==> config.mk <==
export PLATFORM = sky130hd
export DESIGN_NAME = poly_byte_decode12_flat
export DESIGN_NICKNAME = d
export VERILOG_FILES = /design/src/rtl/poly_byte_decode12_pkg.sv /design/src/rtl/poly_byte_decode12_if.sv /design/src/rtl/poly_byte_decode12.sv /design/src/flat_wrapper.sv
export SDC_FILE = /design/constraint.sdc
export NUM_CORES = 1
export LEC_CHECK = 0
export CORE_UTILIZATION = 56
export CTS_CLUSTER_SIZE = 28
export DETAILED_ROUTE_END_ITERATION = 6
export DONT_BUFFER_PORTS = 1
export HOLD_SLACK_MARGIN = 0.02
export PLACE_DENSITY = 0.81
export SYNTH_ARGS = -nofsm -noshare
export SYNTH_HDL_FRONTEND = slang
export SYNTH_SLANG_ARGS = --single-unit
==> constraint.sdc <==
create_clock -name clk -period 1.5 [get_ports clk]
set_input_delay 0.375 -clock clk [delete_from_list [all_inputs] [get_ports clk]]
set_output_delay 0.375 -clock clk [all_outputs]
set_load 0.05 [all_outputs]
==> src/rtl/poly_byte_decode12_pkg.sv <==
// Shared ML-KEM constants, decoder FSM state encoding and the ByteDecode12 triple unpacker.
package kyber_pkg;

    localparam int KYBER_Q             = 3329;
    localparam int KYBER_N             = 256;
    localparam int KYBER_COEF_BITS     = 12;
    localparam int BYTE_DECODE12_BYTES = 384;

    typedef enum logic [1:0] {
        ST_IDLE,
        ST_COLLECT,
        ST_FLUSH,
        ST_DONE
    } dec_state_e;

    typedef struct packed {
        logic [KYBER_COEF_BITS-1:0] c1;
        logic [KYBER_COEF_BITS-1:0] c0;
    } coef_pair_t;

    // Three little-endian bytes carry two 12-bit coefficients; b1 is split by nibble.
    function automatic coef_pair_t unpack12(input logic [7:0] b0,
                                            input logic [7:0] b1,
                                            input logic [7:0] b2);
        coef_pair_t p;
        p.c0 = {b1[3:0], b0};
        p.c1 = {b2, b1[7:4]};
        return p;
    endfunction

endpackage

==> src/rtl/poly_byte_decode12_if.sv <==
// Byte-stream input, dual RAM write ports and start/done control of the ByteDecode12 stage.
interface poly_byte_decode12_if #(
    parameter int ADDR_W = 8,
    parameter int WIDTH  = 16
);
    logic              start;
    logic [7:0]        in_data;
    logic              in_valid;
    logic              in_ready;
    logic              we_1;
    logic [ADDR_W-1:0] addr_1;
    logic [WIDTH-1:0]  din_1;
    logic              we_2;
    logic [ADDR_W-1:0] addr_2;
    logic [WIDTH-1:0]  din_2;
    logic              busy;
    logic              done;
    logic              mod_err;

    modport master (
        input  start, in_data, in_valid,
        output in_ready, we_1, addr_1, din_1, we_2, addr_2, din_2, busy, done, mod_err
    );

    modport slave (
        output start, in_data, in_valid,
        input  in_ready, we_1, addr_1, din_1, we_2, addr_2, din_2, busy, done, mod_err
    );
endinterface

==> src/rtl/poly_byte_decode12.sv <==
// ByteDecode12: 384-byte stream -> 256 coefficients, two RAM writes per byte triple (range check: POLY_BYTE_DECODE12_MODCHECK_EN).
// Latency: write pulse 1 cycle after each third byte; done 2 cycles after the last byte.
// Backpressure: in_ready is high only in COLLECT; in_valid low simply stalls, no bubbles otherwise.
module poly_byte_decode12
    import kyber_pkg::*;
#(
    parameter int ADDR_W = 8,
    parameter int WIDTH  = 16,
    parameter int Q      = KYBER_Q
) (
    input  logic                 clk,
    input  logic                 rst,
    poly_byte_decode12_if.master bus
);

    localparam int PAIR_W = ADDR_W - 1;

    dec_state_e        state_q,    state_d;
    logic [1:0]        byte_cnt_q, byte_cnt_d;
    logic [PAIR_W-1:0] pair_cnt_q, pair_cnt_d;
    logic [7:0]        b0_q,       b0_d;
    logic [7:0]        b1_q,       b1_d;
    logic              we_q,       we_d;
    logic [ADDR_W-1:0] addr1_q,    addr1_d;
    logic [ADDR_W-1:0] addr2_q,    addr2_d;
    logic [WIDTH-1:0]  din1_q,     din1_d;
    logic [WIDTH-1:0]  din2_q,     din2_d;
    coef_pair_t        pair;

    // The third byte is taken straight from the bus so the pair commits on its transfer edge.
    assign pair = unpack12(b0_q, b1_q, bus.in_data);

`ifdef POLY_BYTE_DECODE12_MODCHECK_EN
    logic range_err;
    logic mod_err_q, mod_err_d;

    assign range_err   = (int'(pair.c0) >= Q) || (int'(pair.c1) >= Q);
    assign bus.mod_err = mod_err_q;
`else
    // Q only feeds the range check, which is not built here.
    if (Q != KYBER_Q) begin : g_custom_q
    end
    assign bus.mod_err = 1'b0;
`endif

    always_comb begin
        state_d    = state_q;
        byte_cnt_d = byte_cnt_q;
        pair_cnt_d = pair_cnt_q;
        b0_d       = b0_q;
        b1_d       = b1_q;
        we_d       = 1'b0;
        addr1_d    = addr1_q;
        addr2_d    = addr2_q;
        din1_d     = din1_q;
        din2_d     = din2_q;
`ifdef POLY_BYTE_DECODE12_MODCHECK_EN
        mod_err_d  = mod_err_q;
`endif

        case (state_q)
            ST_IDLE: begin
                if (bus.start) begin
                    state_d    = ST_COLLECT;
                    byte_cnt_d = 2'd0;
                    pair_cnt_d = '0;
`ifdef POLY_BYTE_DECODE12_MODCHECK_EN
                    mod_err_d  = 1'b0;
`endif
                end
            end
            ST_COLLECT: begin
                if (bus.in_valid) begin
                    case (byte_cnt_q)
                        2'd0: begin
                            b0_d       = bus.in_data;
                            byte_cnt_d = 2'd1;
                        end
                        2'd1: begin
                            b1_d       = bus.in_data;
                            byte_cnt_d = 2'd2;
                        end
                        default: begin
                            byte_cnt_d = 2'd0;
                            we_d       = 1'b1;
                            addr1_d    = {pair_cnt_q, 1'b0};
                            addr2_d    = {pair_cnt_q, 1'b1};
                            din1_d     = WIDTH'(pair.c0);
                            din2_d     = WIDTH'(pair.c1);
                            pair_cnt_d = pair_cnt_q + 1'b1;
`ifdef POLY_BYTE_DECODE12_MODCHECK_EN
                            mod_err_d  = mod_err_q | range_err;
`endif
                            if (pair_cnt_q == '1) begin
                                state_d = ST_FLUSH;
                            end
                        end
                    endcase
                end
            end
            ST_FLUSH: state_d = ST_DONE;
            ST_DONE:  state_d = ST_IDLE;
            default:  state_d = ST_IDLE;
        endcase
    end

    always_ff @(posedge clk) begin
        if (rst) begin
            state_q    <= ST_IDLE;
            byte_cnt_q <= 2'd0;
            pair_cnt_q <= '0;
            b0_q       <= 8'd0;
            b1_q       <= 8'd0;
            we_q       <= 1'b0;
            addr1_q    <= '0;
            addr2_q    <= '0;
            din1_q     <= '0;
            din2_q     <= '0;
`ifdef POLY_BYTE_DECODE12_MODCHECK_EN
            mod_err_q  <= 1'b0;
`endif
        end else begin
            state_q    <= state_d;
            byte_cnt_q <= byte_cnt_d;
            pair_cnt_q <= pair_cnt_d;
            b0_q       <= b0_d;
            b1_q       <= b1_d;
            we_q       <= we_d;
            addr1_q    <= addr1_d;
            addr2_q    <= addr2_d;
            din1_q     <= din1_d;
            din2_q     <= din2_d;
`ifdef POLY_BYTE_DECODE12_MODCHECK_EN
            mod_err_q  <= mod_err_d;
`endif
        end
    end

    assign bus.in_ready = (state_q == ST_COLLECT);
    assign bus.busy     = (state_q != ST_IDLE);
    assign bus.done     = (state_q == ST_DONE);
    assign bus.we_1     = we_q;
    assign bus.we_2     = we_q;
    assign bus.addr_1   = addr1_q;
    assign bus.addr_2   = addr2_q;
    assign bus.din_1    = din1_q;
    assign bus.din_2    = din2_q;

endmodule

==> src/flat_wrapper.sv <==
// flat-port wrapper written by rule: the top's interface ports become plain ports
module poly_byte_decode12_flat import kyber_pkg::*;
#(
    parameter int ADDR_W = 8,
    parameter int WIDTH  = 16,
    parameter int Q      = KYBER_Q
)
  (clk, rst, bus_start, bus_in_data, bus_in_valid, bus_in_ready, bus_we_1, bus_addr_1, bus_din_1, bus_we_2, bus_addr_2, bus_din_2, bus_busy, bus_done, bus_mod_err);
  poly_byte_decode12_if #(.ADDR_W(ADDR_W), .WIDTH(WIDTH)) bus_i ();
  input  logic clk;
  input  logic rst;
  input wire logic [$bits(bus_i.start)-1:0] bus_start;
  input wire logic [$bits(bus_i.in_data)-1:0] bus_in_data;
  input wire logic [$bits(bus_i.in_valid)-1:0] bus_in_valid;
  output wire logic [$bits(bus_i.in_ready)-1:0] bus_in_ready;
  output wire logic [$bits(bus_i.we_1)-1:0] bus_we_1;
  output wire logic [$bits(bus_i.addr_1)-1:0] bus_addr_1;
  output wire logic [$bits(bus_i.din_1)-1:0] bus_din_1;
  output wire logic [$bits(bus_i.we_2)-1:0] bus_we_2;
  output wire logic [$bits(bus_i.addr_2)-1:0] bus_addr_2;
  output wire logic [$bits(bus_i.din_2)-1:0] bus_din_2;
  output wire logic [$bits(bus_i.busy)-1:0] bus_busy;
  output wire logic [$bits(bus_i.done)-1:0] bus_done;
  output wire logic [$bits(bus_i.mod_err)-1:0] bus_mod_err;
  assign bus_i.start = bus_start;
  assign bus_i.in_data = bus_in_data;
  assign bus_i.in_valid = bus_in_valid;
  assign bus_in_ready = bus_i.in_ready;
  assign bus_we_1 = bus_i.we_1;
  assign bus_addr_1 = bus_i.addr_1;
  assign bus_din_1 = bus_i.din_1;
  assign bus_we_2 = bus_i.we_2;
  assign bus_addr_2 = bus_i.addr_2;
  assign bus_din_2 = bus_i.din_2;
  assign bus_busy = bus_i.busy;
  assign bus_done = bus_i.done;
  assign bus_mod_err = bus_i.mod_err;
  poly_byte_decode12 #(.ADDR_W(ADDR_W), .WIDTH(WIDTH), .Q(Q)) u_core (.clk(clk), .rst(rst), .bus(bus_i));
endmodule
Yosys cells after proc, flatten, opt, wreduce, memory -nomap -nowiden:

Cells that the tools add are included.

* bits of input ports: 12
* logic and storage cells: 49
* output and inout port bits: 54
* flip-flop bits (word level): 67

* bitwise logic cells: 3
* muxes and demuxes: 14
* $add $sub $neg: 1
* eq/ne operators: 9
* reduce and logical (&&, ||, !) cells: 12

Operators with widths (number)
* $mux 7: 3
* $pmux 7 s2: 1
* $mux 2: 6
* $reduce_and 3->1: 4
* $pmux 2 s2: 2
* $pmux 2 s4: 1
* $reduce_and 4->1: 2
* $add 7x1->7 const B: 1
* $eq 7x7->1 const B: 1
* $ne 2x2->1 const B: 3
* $eq 2x1->1 const B: 2
* $eq 2x2->1 const B: 2
* $logic_not 2->1: 2
* $reduce_bool 2->1: 2
* $not 1->1: 3
* $reduce_or 3->1: 1
* $ne 2x1->1 const B: 1
* $reduce_or 2->1: 1
* $mux 1: 1

Longest topological paths before layout:

Gate-level depths: netlist of run 1.

* word-level depth: 5
* mapped depth: 8
* gate-level depth less buffers: 6

Worst setup path after synthesis of run 1:

OpenSTA, ideal clock, no wires.

* path type: reg2reg
* start point: register u_core.state_q[1]
* end point: register u_core.b0_q[7]
* data arrival time: 1.856 ns
* clock period less this slack: 1.983 ns
* setup time: 0.128 ns
* slack: -0.483 ns
* required time: 1.372 ns
* stages on the path, launching flop included: 8
* buffers on the path: 1
* cells stage by stage: dfxtp_1 -> inv_1 -> ha_1 -> clkbuf_8 -> nand2_2 -> nor3_4 -> mux2i_1 -> nor2_1

* longest elaborated chain between the ends: 2

RTL lines
* start, declared: line poly_byte_decode12.sv:18 `dec_state_e state_q, state_d;`
* start signal, assigned: line poly_byte_decode12.sv:123 `state_q <= state_d;`
* $eq 2x1->1
* via bus_in_ready: line flat_wrapper.sv:15 `output wire logic [$bits(bus_i.in_ready)-1:0] bus_in_ready;`
* $reduce_and 3->1 (no source line)
* end signal, assigned: line poly_byte_decode12.sv:112 `b0_q <= 8'd0;`
* end signal, assigned: line poly_byte_decode12.sv:126 `b0_q <= b0_d;`
* end, declared: line poly_byte_decode12.sv:21 `logic [7:0] b0_q, b0_d;`

The timed path passes the listed nets, and every way through them passes these cells.
A chain may end at the register's enable or synchronous reset.

Worst setup path in the final report of run 1:

* start point: register u_core.state_q[0]
* end point: output port bus_in_ready

* longest elaborated chain between the ends: 1

RTL lines
* $eq 2x1->1: line poly_byte_decode12.sv:139 `assign bus.in_ready = (state_q == ST_COLLECT);`
* end, declared: line flat_wrapper.sv:15

No other way between the ends.

==> results.sh, run 1 <==
export IMPL_clockBufferDepth=2
export IMPL_reg2reg_slack_ps=10
export IMPL_die_x_microns=68.9
export IMPL_clk_pin_slew_worst_paths_ps=60
export IMPL_netlist_area_sq_um=2500
export IMPL_seqPwrFrac_pct=39.8
export IMPL_grt_first_pass_wirelength_microns=8340
export IMPL_place_gp_congestion=0.844
export IMPL_diodes=0
export IMPL_p_int_mw=3.02
export IMPL_nets=338
export IMPL_grt_total_usage_pct=25.0
export IMPL_place_ws_ps=-53.6
export IMPL_wl_per_cell_microns=15.2
export IMPL_power_mw=4.34
export IMPL_violations="setup timing"
export IMPL_clock_sinks=60
export IMPL_synthCells=301
export IMPL_via_per_inst=5.42
export IMPL_worst_slew_pin_slew_ps=538
export IMPL_synth_seq_cells=60
export IMPL_rsz0062_at_grt="yes"
export IMPL_cts_tree="built"
export IMPL_postRouteAntennaNets=0
export IMPL_areaGrowthSynthToFinish_pct=19.9
export IMPL_dieArea_sq_um=4740
export IMPL_p_per_area_nw_per_um2=1440
export IMPL_r2r_end="u_core.pair_cnt_q[6]"
export IMPL_setup_viol=3
export IMPL_ys_types=35
export IMPL_startpoint_type="flop"
export IMPL_reg2reg_from="u_core.pair_cnt_q[1]"
export IMPL_cts_buffers=9
export IMPL_utilization_pct=72.5
export IMPL_yosys_warnings=0
export IMPL_ios=66
export IMPL_slew_viol_final=0
export IMPL_die_h_microns=68.9
export IMPL_setup_slack_ps=-24.9
export IMPL_gr_total_overflow=0
export IMPL_drc_errors=0
export IMPL_pwr_share_comb_pct=29.0
export IMPL_pwr_share_clk_pct=31.2
export IMPL_skew_ps=6.84
export IMPL_setup_worst_path_start="u_core.state_q[0]"
export IMPL_yosysSeqAreaShare_pct=48.0
export IMPL_via_count=2015
export IMPL_hold_viol=0
export IMPL_worst_setup_path_end_kind="output pin"
export IMPL_worstHoldPathCells=1
export IMPL_hpwl_microns=3480
export IMPL_core_sq_um=4140
export IMPL_antenna_found_initial=0
export IMPL_p_leak_nw=1.09
export IMPL_required_ps=1120
export IMPL_drt_initial_drc_count=84
export IMPL_cap_violations=0
export IMPL_rows=23
export IMPL_cp_arrival_ps=1150
export IMPL_synth_area_per_cell_sq_um=8.32
export IMPL_grt_max_degree=61
export IMPL_final_min_clock_period_ps=1520
export IMPL_grt_pass1_vias=1923
export IMPL_hold_path_end="u_core.pair_cnt_q[1]"
export IMPL_sw_frac_of_total_pct=30.4
export IMPL_hp_class="in -> reg"
export IMPL_max_clock_freq_mhz=656
export IMPL_ff2ff_path_depth=5
export IMPL_initial_core_util_pct=60.4
export IMPL_p_sw_mw=1.32
export IMPL_clock_root_buffer="clkbuf_8"
export IMPL_htreeDepth=3
export IMPL_min_period_over_period_pct=102
export IMPL_max_vdd_ir_drop_mv=0.842
export IMPL_routed_wl_microns=5670
export IMPL_port_buffers=0
export IMPL_hold_slack_ps=102
export IMPL_max_slew_margin_pct=64.1
export IMPL_first_pass_iters=4
export IMPL_path_max_fanout=6
export IMPL_crit_type="reg -> out"
export IMPL_drive_gt1_share_pct=23.9
export IMPL_layout_common_cells="81 x nand2_1, 56 x dfxtp_1, 42 x a21oi_1"
export IMPL_worstSkewPairLatency_ps=340
export IMPL_hp_start="rst"
export IMPL_status="finished with violations"
export IMPL_final_common_cell="nand2_1"
[synth_stat cells]
library cell / number / area, sq um
a21boi_2: 1 / 11.3
a21oi_1: 44 / 220
a2bb2oi_1: 1 / 8.76
a31o_2: 1 / 8.76
and3_1: 3 / 18.8
buf_1: 2 / 7.51
buf_2: 6 / 30.0
buf_4: 18 / 135
clkbuf_1: 8 / 30.0
clkbuf_8: 1 / 13.8
conb_1: 1 / 3.75
dfxtp_1: 60 / 1200
ha_1: 6 / 75.1
inv_1: 4 / 15.0
mux2i_1: 10 / 100
mux2i_2: 1 / 13.8
nand2_1: 81 / 304
nand2_2: 2 / 12.5
nand2b_1: 4 / 25.0
nand3_1: 6 / 30.0
nand4_1: 1 / 6.26
nor2_1: 18 / 67.6
nor2b_1: 4 / 25.0
nor3_1: 2 / 10.0
nor3_4: 1 / 16.3
nor3b_1: 1 / 7.51
nor4_1: 1 / 6.26
nor4_2: 1 / 12.5
o21ai_0: 2 / 10.0
o21bai_1: 1 / 7.51
o32ai_1: 1 / 8.76
or2_1: 2 / 12.5
or2b_2: 1 / 8.76
or3_1: 1 / 6.26
xnor2_1: 4 / 35.0
[flip-flops by register name (all words and copies together) (netlist names)]
| signal | flops |
|---|---|
| u_core.bus.din_1 | 12 |
| u_core.bus.din_2 | 12 |
| u_core.b0_q | 8 |
| u_core.b1_q | 8 |
| u_core.bus.addr_2 | 8 |
| u_core.pair_cnt_q | 7 |
| u_core.byte_cnt_q | 2 |
| u_core.state_q | 2 |
| u_core.bus.we_1 | 1 |
[kinds of logic after synthesis]
group	Yosys count	synth area share, %
multiplexers	11	4.55
flip-flops	60	48.0
AO/OA/AOI/OAI	51	11.0
XOR/XNOR	4	1.40
adder cells (fa/ha/maj)	6	3.00
buffers and inverters	39	9.24
AND/OR/NAND/NOR	129	22.7
other	1	0.150
[metal layers]
layer	vias up	global-route usage, %	routed length, microns
li1	982	-	-
met1	944	28.0	2320
met2	74	38.0	2730
met3	15	12.3	476
met4	0	15.3	146
met5	-	0	0
[through the flow]
| step | area (sq um) | TNS [ps] | cells |
|---|---|---|---|
| finish | 3000 | -50.2 | 372 |
| global route | 3000 | -845 | 372 |
| CTS | 2860 | -101 | 367 |
| detailed placement | 2630 | -301 | 351 |
| global placement | 2630 | 0 | 351 |
| floorplan | 2570 | -1500 | 310 |
[worst max-delay path by stage]
stage                                 endpoint  slack (ps)  depth (start not counted)
after detailed placement  u_core.pair_cnt_q[6]         -50                          6
final                             bus_in_ready         -20                          3
after CTS                         bus_in_ready         -40                          3
after global routing      u_core.byte_cnt_q[1]         -90                          6
after global placement    u_core.pair_cnt_q[6]          20                          6
after floorplan                 u_core.b0_q[7]        -180                          7
[cell type report]
cell class,count,area (sq um)
clock inverter,3,40.0
timing repair buffer,34,312
multi-input combinational,211,1230
tap,50,62.6
sequential,60,1210
clock buffer,10,138
inverter,4,15.0
fill,308,1140
[critical path, cell delays in order, from the launching register on]
cell and delay [ps]:
dfxtp_4 360, buf_6 110, ha_4 180, buf_8 150
[repair_timing]
| action | CTS | global route |
|---|---|---|
| setup buffers | 3 | 4 |
| pin swaps | 0 | 11 |
| gates resized for setup | 9 | 27 |
| gates cloned | 0 | 1 |
| hold buffers | 0 | 0 |
| endpoints found under the setup margin | 14 | 51 |
| hold endpoints to repair | 0 | 0 |
[power groups by stage]
stage / Combinational [mW] / Sequential (mW) / Clock, mW
5_1_grt: 1.35 / 1.74 / 1.44
4_1_cts: 1.13 / 1.72 / 1.38
6_report: 1.26 / 1.73 / 1.35
2_1_floorplan: 0.750 / 1.75 / 0
3_5_place_dp: 0.995 / 1.75 / 0
3_3_place_gp: 0.971 / 1.75 / 0
No activity file was read; power rests on OpenSTA's default activity.
==> run 2, diff against run 1 <==
- ABC_CLOCK_PERIOD_IN_PS: unset -> 1500
- RECOVER_POWER: unset -> 100
==> run 2 against run 1 <==
The flow still finishes with violations (setup timing). Total power shrank 0.55%. Flip-flop and latch count stayed put. Largest power group unchanged. Worst setup slack gained 2.4 ps.
==> results.sh, run 2 (synthesis gave the netlist of run 1 again) <==
export IMPL_crit_type="reg -> out"
export IMPL_gr_total_overflow=0
export IMPL_clock_sinks=60
export IMPL_grt_max_degree=61
export IMPL_place_gp_congestion=0.844
export IMPL_setup_slack_ps=-22.6
export IMPL_die_x_microns=68.9
export IMPL_p_per_area_nw_per_um2=1450
export IMPL_tns_ps=-41.0
export IMPL_cap_violations=0
export IMPL_grt_total_usage_pct=25.0
export IMPL_drive_gt1_share_pct=23.9
export IMPL_hold_slack_ps=103
export IMPL_crit_chain="buf_6 > ha_4 > buf_8"
export IMPL_postLayoutCellArea_sq_um=2990
export IMPL_violations="setup timing"
export IMPL_max_clock_freq_mhz=657
export IMPL_diodes=0
export IMPL_clk_pin_slew_worst_paths_ps=60
export IMPL_cts_tree="built"
export IMPL_worstSkewPairLatency_ps=340
export IMPL_ios=66
export IMPL_via_count=2008
export IMPL_hpwl_microns=3480
export IMPL_wl_per_cell_microns=15.3
export IMPL_routed_wl_microns=5670
export IMPL_min_period_over_period_pct=102
export IMPL_layout_common_cells="81 x nand2_1, 56 x dfxtp_1, 42 x a21oi_1"
export IMPL_initial_core_util_pct=60.4
export IMPL_setup_viol=3
export IMPL_nets=338
export IMPL_clock_root_buffer="clkbuf_8"
export IMPL_startpoint_type="flop"
export IMPL_cpMaxStageDelayCell="dfxtp_4"
export IMPL_worst_setup_path_end_kind="output pin"
export IMPL_rows=23
export IMPL_final_common_cell="nand2_1"
export IMPL_cts_buffers=9
export IMPL_via_per_inst=5.40
export IMPL_port_buffers=0
export IMPL_hold_viol=0
export IMPL_core_sq_um=4140
export IMPL_skew_ps=6.39
export IMPL_drt_initial_drc_count=110
export IMPL_clockBufferDepth=2
export IMPL_utilization_pct=72.0
export IMPL_first_pass_iters=4
export IMPL_hp_class="in -> reg"
export IMPL_drc_errors=0
export IMPL_grt_pass1_vias=1923
export IMPL_required_ps=1120
export IMPL_final_min_clock_period_ps=1520
export IMPL_status="finished with violations"
export IMPL_max_vdd_ir_drop_mv=0.842
export IMPL_placed_cell_area_sq_um=2630
export IMPL_slew_viol_final=0
export IMPL_p_leak_nw=1.08
export IMPL_worst_slew_pin_slew_ps=540
export IMPL_areaGrowthSynthToFinish_pct=19.2
export IMPL_die_h_microns=68.9
export IMPL_dieArea_sq_um=4740
export IMPL_postRouteAntennaNets=0
export IMPL_path_max_fanout=6
export IMPL_cts_hold_buf=0
export IMPL_cp_arrival_ps=1150
export IMPL_max_stage_delay_ps=360
export IMPL_htreeDepth=3
export IMPL_max_slew_margin_pct=64.0
export IMPL_grt_first_pass_wirelength_microns=8340
export IMPL_antenna_found_initial=0
export IMPL_rsz0062_at_grt="yes"
export IMPL_power_mw=4.32
## run 2: cell count changes in the layout (fill, tap and decap cells not counted)
cell	previous run	this run
buf_12	2	1
buf_6	7	6
clkbuf_2	0	1
buf_4	22	15
clkbuf_4	1	9
## run 2: metal layers
layer	up-vias	global-route usage (%)	part of all wire, %
met2	61	38.0	48
met4	0	15.3	2.5
met3	14	12.3	7.5
li1	984	-	-
met5	-	0	0
met1	949	28.0	42
## run 2: path summary, 6_finish.rpt
check / from / endpoint / slack [ps] / depth (start not counted)
setup / recovery: u_core.state_q[0] / bus_in_ready / -20 / 3
hold / removal: rst / u_core.pair_cnt_q[1] / 100 / 1
setup reg to reg: u_core.pair_cnt_q[1] / u_core.pair_cnt_q[6] / 10 / 5
hold reg to reg: u_core.bus.addr_2[4] / u_core.bus.addr_2[4] / 450 / 2
## run 2: timing repair
action                     CTS  global route
cloned                       0             1
buffers inserted             3             4
pin swaps                    0            11
gates resized for setup      9            27
setup endpoints to repair   14            51
## run 2: report_power, final
| group | total [mW] | switching, mW | internal, mW | leakage, nW |
|---|---|---|---|---|
| clock network | 1.35 | 0.572 | 0.778 | 0.0939 |
| registers | 1.73 | 0.0554 | 1.67 | 0.486 |
| logic | 1.24 | 0.682 | 0.556 | 0.501 |
| total | 4.32 | 1.31 | 3.01 | 1.08 |
## run 2: area by class of cell
| class | instances | area (sq um) |
|---|---|---|
| clock buffers | 10 | 138 |
| clock inverters | 3 | 40.0 |
| fillers | 313 | 1160 |
| inverters | 4 | 15.0 |
| multi-input cells | 211 | 1230 |
| flip-flops and latches | 60 | 1210 |
| well taps | 50 | 62.6 |
| repair buffers | 34 | 293 |
## run 2: worst max-delay path: cells and delay by family (launching register included)
family	cells	cell delay, ps
DFF	1	360
buffers and inverters	2	260
adders and majority gates	1	180
## run 2: metrics by stage
step	setup WS, ps	cells
6_report	-22.6	372
5_1_grt	-86.2	372
4_1_cts	-36.8	367
3_5_place_dp	-53.6	351
3_3_place_gp	22.5	351
2_1_floorplan	-178	310
